## config.mk

```make
export PLATFORM = sky130hd
export DESIGN_NAME = cpu_run_sequencer_flat
export DESIGN_NICKNAME = d
export VERILOG_FILES = /design/src/rtl/cpu_seq_pkg.sv /design/src/rtl/cpu_run_sequencer_if.sv /design/src/rtl/pc_halt_detect.sv /design/src/rtl/cpu_run_sequencer.sv /design/src/flat_wrapper.sv
export SDC_FILE = /design/constraint.sdc
export NUM_CORES = 1
export LEC_CHECK = 0
export CAP_MARGIN = 20
export CORE_ASPECT_RATIO = 0.6
export CORE_UTILIZATION = 36
export DETAILED_ROUTE_END_ITERATION = 10
export GPL_TIMING_DRIVEN = 1
export PLACE_DENSITY = 0.85
export SLEW_MARGIN = 5
export SYNTH_ARGS = -nofsm -noshare
export SYNTH_HDL_FRONTEND = slang
export SYNTH_SLANG_ARGS = --single-unit
export TNS_END_PERCENT = 100
```

## constraint.sdc

```tcl
create_clock -name clk -period 2.2 [get_ports clk]
set_clock_uncertainty 0.1 [all_clocks]
set_input_delay 0.33 -clock clk [delete_from_list [all_inputs] [get_ports clk]]
set_output_delay 0.33 -clock clk [all_outputs]
set_load 0.02 [all_outputs]
```

## src/rtl/cpu_seq_pkg.sv

```systemverilog
// Shared definitions for the CPU run sequencer: FSM state encoding, RAM geometry and the
// accumulator CPU opcode set (instruction word = {opcode[2:0], address[12:0]}).
package cpu_seq_pkg;

  localparam int unsigned AddrW = 13;
  localparam int unsigned DataW = 16;

  typedef enum logic [2:0] {
    StIdle,
    StLoad,
    StRun,
    StHalted,
    StTimeout
  } seq_state_e;

  typedef enum logic [2:0] {
    OpAdd  = 3'd0,
    OpNand = 3'd1,
    OpSrl  = 3'd2,
    OpGe   = 3'd3,
    OpSz   = 3'd4,
    OpCp2w = 3'd5,
    OpCpfw = 3'd6,
    OpJmp  = 3'd7
  } cpu_op_e;

  // Builds one instruction word from an opcode and its memory operand address.
  function automatic logic [DataW-1:0] make_instr(cpu_op_e op, logic [AddrW-1:0] addr);
    return {op, addr};
  endfunction

endpackage

```

## src/rtl/cpu_run_sequencer_if.sv

```systemverilog
// Program-image loader stream: one word per handshake, last word flagged.
interface cpu_run_sequencer_if;
  import cpu_seq_pkg::*;

  logic             valid;
  logic             ready;
  logic [AddrW-1:0] addr;
  logic [DataW-1:0] data;
  logic             last;

  modport master (output valid, output addr, output data, output last, input ready);
  modport slave  (input valid, input addr, input data, input last, output ready);

endinterface

```

## src/rtl/pc_halt_detect.sv

```systemverilog
// Halt detector: flags a CPU parked in a self-jump once its PC has stayed unchanged for
// HALT_WINDOW consecutive cycles. The stall counter only advances while run is high.
module pc_halt_detect
  import cpu_seq_pkg::*;
#(
  parameter int unsigned HALT_WINDOW = 16
) (
  input  logic             clk,
  input  logic             rst,
  input  logic             run,
  input  logic [AddrW-1:0] pc,
  output logic             halt
);

  localparam int unsigned CntW = $clog2(HALT_WINDOW + 1);
  localparam logic [CntW-1:0] LastCnt = CntW'(HALT_WINDOW - 1);

  logic [AddrW-1:0] prev_pc_q;
  logic [CntW-1:0]  stall_q, stall_d;
  logic             same_pc;

  assign same_pc = (pc == prev_pc_q);

  // Count cycles whose PC equals the previous one; the HALT_WINDOW-th such cycle halts.
  always_comb begin
    stall_d = stall_q;
    halt    = 1'b0;
    if (!run || !same_pc) begin
      stall_d = '0;
    end else if (stall_q == LastCnt) begin
      halt = 1'b1;
    end else begin
      stall_d = stall_q + 1'b1;
    end
  end

  // PC history and stall counter registers.
  always_ff @(posedge clk or negedge rst) begin
    if (!rst) begin
      prev_pc_q <= '0;
      stall_q   <= '0;
    end else begin
      prev_pc_q <= pc;
      stall_q   <= stall_d;
    end
  end

endmodule

```

## src/rtl/cpu_run_sequencer.sv

```systemverilog
// Run sequencer for the accumulator CPU: loads a program image into RAM, releases the CPU,
// and stops on a self-jump halt or a cycle-budget timeout while counting RUN cycles.
// Optional feature macro: CPU_SEQ_DUMP_EN adds a RAM read-back port usable after a run.
module cpu_run_sequencer
  import cpu_seq_pkg::*;
#(
  parameter int unsigned HALT_WINDOW = 16,
  parameter int unsigned MAX_CYCLES  = 100000,
  parameter int unsigned CNT_W       = 32
) (
  input  logic                 clk,
  input  logic                 rst,
  input  logic                 start,
  cpu_run_sequencer_if.slave   ld,
  output logic                 cpu_rst,
  input  logic [AddrW-1:0]     cpu_addr,
  input  logic                 cpu_wrEn,
  input  logic [DataW-1:0]     cpu_wdata,
  input  logic [AddrW-1:0]     cpu_PC,
  output logic [AddrW-1:0]     ram_addr,
  output logic                 ram_wrEn,
  output logic [DataW-1:0]     ram_wdata,
  input  logic [DataW-1:0]     ram_rdata,
  output logic                 busy,
  output logic                 done,
  output logic                 timeout,
  output logic [CNT_W-1:0]     cycles
`ifdef CPU_SEQ_DUMP_EN
  ,
  input  logic                 dump_req,
  input  logic [AddrW-1:0]     dump_addr,
  output logic                 dump_valid,
  output logic [DataW-1:0]     dump_data
`endif
);

  // cycles reaches MAX_CYCLES on the edge that leaves this value behind.
  localparam logic [CNT_W-1:0] CycLimit = CNT_W'(MAX_CYCLES - 1);

  seq_state_e       state_q, state_d;
  logic [CNT_W-1:0] cycles_q, cycles_d;
  logic             done_q, timeout_q;
  logic             halt;
  logic             in_run;

  assign in_run = (state_q == StRun);

  pc_halt_detect #(
    .HALT_WINDOW(HALT_WINDOW)
  ) u_pc_halt_detect (
    .clk (clk),
    .rst (rst),
    .run (in_run),
    .pc  (cpu_PC),
    .halt(halt)
  );

  // Next-state and cycle-counter logic; halt takes priority over timeout.
  always_comb begin
    state_d  = state_q;
    cycles_d = cycles_q;
    unique case (state_q)
      StIdle, StHalted, StTimeout: begin
        if (start) begin
          state_d  = StLoad;
          cycles_d = '0;
        end
      end
      StLoad: begin
        if (ld.valid && ld.last) state_d = StRun;
      end
      StRun: begin
        if (cycles_q != '1) cycles_d = cycles_q + 1'b1;
        if (halt) begin
          state_d = StHalted;
        end else if (cycles_q >= CycLimit) begin
          state_d = StTimeout;
        end
      end
      default: state_d = StIdle;
    endcase
  end

  // State, counter and registered status flags.
  always_ff @(posedge clk or negedge rst) begin
    if (!rst) begin
      state_q   <= StIdle;
      cycles_q  <= '0;
      done_q    <= 1'b0;
      timeout_q <= 1'b0;
    end else begin
      state_q   <= state_d;
      cycles_q  <= cycles_d;
      done_q    <= (state_d == StHalted);
      timeout_q <= (state_d == StTimeout);
    end
  end

  assign ld.ready = (state_q == StLoad);
  assign cpu_rst  = !in_run;
  assign busy     = (state_q == StLoad) || in_run;
  assign done     = done_q;
  assign timeout  = timeout_q;
  assign cycles   = cycles_q;

`ifdef CPU_SEQ_DUMP_EN
  logic dump_ok;
  logic dump_valid_q;

  assign dump_ok = (state_q == StHalted) || (state_q == StTimeout);

  // Read-back data is the RAM output one cycle after the dump address was presented.
  always_ff @(posedge clk or negedge rst) begin
    if (!rst) begin
      dump_valid_q <= 1'b0;
    end else begin
      dump_valid_q <= dump_req && dump_ok;
    end
  end

  assign dump_valid = dump_valid_q;
  assign dump_data  = ram_rdata;
`else
  // Read data only feeds the CPU directly when no dump port exists.
  logic unused_rdata;
  assign unused_rdata = ^ram_rdata;
`endif

  // RAM port mux selected by the registered state; CPU path is purely combinational.
  always_comb begin
    ram_addr  = '0;
    ram_wdata = '0;
    ram_wrEn  = 1'b0;
    unique case (state_q)
      StLoad: begin
        ram_addr  = ld.addr;
        ram_wdata = ld.data;
        ram_wrEn  = ld.valid;
      end
      StRun: begin
        ram_addr  = cpu_addr;
        ram_wdata = cpu_wdata;
        ram_wrEn  = cpu_wrEn;
      end
      default: begin
`ifdef CPU_SEQ_DUMP_EN
        if (dump_req && dump_ok) ram_addr = dump_addr;
`endif
      end
    endcase
  end

endmodule
```

## src/flat_wrapper.sv

```systemverilog
// flat-port wrapper written by rule: the top's interface ports become plain ports
module cpu_run_sequencer_flat import cpu_seq_pkg::*;
#(
  parameter int unsigned HALT_WINDOW = 16,
  parameter int unsigned MAX_CYCLES  = 100000,
  parameter int unsigned CNT_W       = 32
)
  (clk, rst, start, cpu_rst, cpu_addr, cpu_wrEn, cpu_wdata, cpu_PC, ram_addr, ram_wrEn, ram_wdata, ram_rdata, busy, done, timeout, cycles, ld_valid, ld_addr, ld_data, ld_last, ld_ready);
  cpu_run_sequencer_if ld_i ();
  input  logic clk;
  input  logic rst;
  input  logic start;
  output logic cpu_rst;
  input  logic [AddrW-1:0] cpu_addr;
  input  logic cpu_wrEn;
  input  logic [DataW-1:0] cpu_wdata;
  input  logic [AddrW-1:0] cpu_PC;
  output logic [AddrW-1:0] ram_addr;
  output logic ram_wrEn;
  output logic [DataW-1:0] ram_wdata;
  input  logic [DataW-1:0] ram_rdata;
  output logic busy;
  output logic done;
  output logic timeout;
  output logic [CNT_W-1:0] cycles;
  input wire logic [$bits(ld_i.valid)-1:0] ld_valid;
  input wire logic [$bits(ld_i.addr)-1:0] ld_addr;
  input wire logic [$bits(ld_i.data)-1:0] ld_data;
  input wire logic [$bits(ld_i.last)-1:0] ld_last;
  output wire logic [$bits(ld_i.ready)-1:0] ld_ready;
  assign ld_i.valid = ld_valid;
  assign ld_i.addr = ld_addr;
  assign ld_i.data = ld_data;
  assign ld_i.last = ld_last;
  assign ld_ready = ld_i.ready;
  cpu_run_sequencer #(.HALT_WINDOW(HALT_WINDOW), .MAX_CYCLES(MAX_CYCLES), .CNT_W(CNT_W)) u_core (.clk(clk), .rst(rst), .start(start), .ld(ld_i), .cpu_rst(cpu_rst), .cpu_addr(cpu_addr), .cpu_wrEn(cpu_wrEn), .cpu_wdata(cpu_wdata), .cpu_PC(cpu_PC), .ram_addr(ram_addr), .ram_wrEn(ram_wrEn), .ram_wdata(ram_wdata), .ram_rdata(ram_rdata), .busy(busy), .done(done), .timeout(timeout), .cycles(cycles));
endmodule
```

==> results of run 1 <==
[timing repair]
item                                    CTS  global route
pin swaps                                 1             4
gates resized for setup                  99            13
hold endpoints to repair                 24             0
endpoints found under the setup margin   36            42
gates cloned                              0             2
buffers inserted                          1             3
hold buffers                              1             0
[registers in the layout, summed over array words and instances, names as in the netlist]
| name | flops |
|---|---|
| u_core.cycles | 32 |
| u_core.timeout | 1 |
| u_core.u_pc_halt_detect.prev_pc_q | 13 |
| u_core.done | 1 |
| u_core.state_q | 3 |
| u_core.u_pc_halt_detect.stall_q | 5 |
[through the flow]
stage          cell area [sq um]  worst slack [ps]  utilization [%]
2_1_floorplan               3150              28.8                -
3_3_place_gp                4930             -41.6             60.3
3_5_place_dp                4930              -102             60.3
4_1_cts                     5150              6.58             63.1
5_1_grt                     5260             -59.4             64.4
6_report                    5260              12.9             64.4
[report_power, final]
group | internal [W] | leakage [nW] | switching (W)
registers | 0.00110 | 0.731 | 0.000101
logic | 0.00124 | 1.35 | 0.00133
clock network | 0.000537 | 0.0838 | 0.000374
[critical path, cell delays in order (launching register included)]
cell	delay [ps]
dfrtp_2	450
nor3b_4	250
buf_4	190
clkbuf_16	180
a22o_1	130
clkdlybuf4s15_2	260
[synth_stat cells, drive strengths merged, types with 4 or more instances]
cell / instances / share of area [%]
o31ai: 4 / 0.95
dfrtp: 55 / 44
clkbuf: 11 / 1.3
nand3: 13 / 2.1
and3: 5 / 0.99
xor2: 20 / 5.6
or4: 4 / 0.95
nor2: 23 / 2.7
inv: 8 / 0.95
nand4: 12 / 2.6
mux2i: 4 / 1.3
nor2b: 4 / 0.79
a31oi: 4 / 0.79
or3: 13 / 2.6
nor3: 6 / 0.95
a21oi: 16 / 2.5
o2111ai: 4 / 1.1
nor4: 10 / 2.9
nand2: 25 / 3.1
a22o: 30 / 8.3
o21ai: 18 / 2.9
[layer usage]
layer,part of all wire (%),routed length (um),vias up
li1,-,-,1583
met1,46,5100,1689
met2,46,5110,118
met3,6.9,767,16
met4,0.81,90,0
met5,0,0,-
[cells in the final DEF (no fill, tap or decap), types with 15 or more instances in the layout]
master,instances
clkdlybuf4s50_1,109
dfrtp_1,54
buf_4,35
a22o_1,30
clkdlybuf4s15_2,28
nand2_1,24
nor2_1,23
xor2_1,20
a21oi_1,16
o21ai_0,15
[final cells by class]
class	count	area [sq um]	share of cell area, %
Timing Repair Buffer	183	1810	34.4
Tap cell	108	135	2.57
Clock inverter	3	43.8	0.833
Multi-Input combinational cell	249	1740	33.1
Clock buffer	5	125	2.38
Sequential cell	55	1380	26.2
Inverter	8	30.0	0.571
[cell families after synthesis]
group | after synthesis | share of synthesized area, %
XOR/XNOR | 22 | 6.12
multiplexers | 4 | 1.27
flip-flops | 55 | 43.7
AO/OA/AOI/OAI | 94 | 22.3
AND/OR/NAND/NOR | 126 | 22.3
buffers and inverters | 22 | 3.02
adder cells (fa/ha/maj) | 3 | 1.19
[worst max-delay path by stage]
stage / startpoint / to / slack [ps]
floorplan: u_core.cycles[0]$_DFFE_PN0P_ / u_core.cycles[28]$_DFFE_PN0P_ / 30
detailed placement: cpu_PC[12] / u_core.state_q[2]$_DFF_PN0_ / -100
finish: u_core.state_q[2]$_DFF_PN0_ / ram_wdata[1] / 10
global route: u_core.state_q[2]$_DFF_PN0_ / u_core.cycles[29]$_DFFE_PN0P_ / -60
CTS: u_core.state_q[0]$_DFF_PN0_ / ram_addr[2] / 7
global placement: cpu_PC[12] / u_core.timeout$_DFF_PN0_ / -40
==> results.ini, run 1 <==
[worst_hold_path]
min_to=u_core.u_pc_halt_detect.prev_pc_q[4]$_DFF_PN0_
min-delay-start=cpu_PC[4]
hold_depth=1
hold_path_class=in -> reg

[synthesis]
ys_async_sr_fraction_pct=100
ys_seq_area_share_pct=43.7
syn_area_per_cell_sq_um=9.66
synth_ff_type=dfrtp_1
synth_nets=422
synth_cell_types=51
syn_area_sq_mm=0.00315
synth_cells=326
yosys_warnings=0
synth-edff-count=0
ys_ff_latch=55

[run_status]
outcome=finished, final reports clean

[setup_path]
critPathLaunchType=flip-flop
rrSetupSlack_ps=50
timing.rr.start=u_core.state_q[2]$_DFF_PN0_
required_ps=1770
worst_setup_path_end_kind=output port
critPathKind=reg -> out
r2r_cells=6
reg2reg_to=u_core.cycles[11]$_DFFE_PN0P_
crit_fanout=15
crit_arrival_ps=1760

[drt]
drt_wl_total_mm=11.1
routedWlPerCell_um=18.1
via_per_inst=5.57
drtAntennaViolNets=0
vias=3406
dr.pass1.iters=5
drt_iter0_drc=244
drc_errors=0

[global_routing]
grt_use_total_pct=23.0
overflow=0
first_global_vias=3205
grt_pass1_wl_mm=16.0
grt_max_degree=33
grt.busiest_layer=met2
met2_usage_pct=35.2
antenna_found_initial=0
use_met1_pct=33.2
use_met3_pct=5.29

[place]
dp_cells=596
gp_congestion=0.884
hpwlAfterDp_mm=8.33
port_buffers=143

[floorplanning]
num_rows=25
initial_core_util_pct=38.6
core_sq_mm=0.00816
dieArea_sq_mm=0.00914
fp.dieW_um=123
io_pins=160
die_h_um=74.4

[timing]
fmax_mhz=457
hold_viol_final=0
timing.hold.ws_ps=422
relSlewSlack_pct=60.9
setup_viol=0
fin_crit_sh_pct=99.4
final.setup.tns_ps=0
rsz0062_at_grt=yes
worst_pin_slew_ps=586
finalCriticalPeriod_ps=2190
slew_violations=0

[clocking]
cts_buffer_depth=2
cts.sinks=55
htree_levels=2
numCtsBuffers=5
clk_pin_slew_worst_paths_ps=70
clkLatencyLatePin_ps=300
cts_tree=done
cts_root_buf=clkbuf_16

[power]
finalPower_w=0.00468
leakage_nw=2.16
power_density_mw_per_mm2=891
ir_drop_uv=512

[flow_run]
max_cap_violations=0

[layout]
drive_gt1_share_pct=19.9
finalNonFillerCells=611
syn_to_final_growth_pct=67.0
nFillCells=670
fin_nets=598
n_antenna_cell=0

No activity file was read; power rests on OpenSTA's default activity.
==> run 2, diff against run 1 <==
--- a/config.mk
+++ b/config.mk
@@ -8,6 +8,7 @@
 export CAP_MARGIN = 20
 export CORE_ASPECT_RATIO = 0.6
 export CORE_UTILIZATION = 36
+export CTS_CLUSTER_DIAMETER = 100
 export DETAILED_ROUTE_END_ITERATION = 10
 export GPL_TIMING_DRIVEN = 1
 export PLACE_DENSITY = 0.85
==> results of run 2 <==
No change in the layout: final DEF, timing and power equal those of run 1.
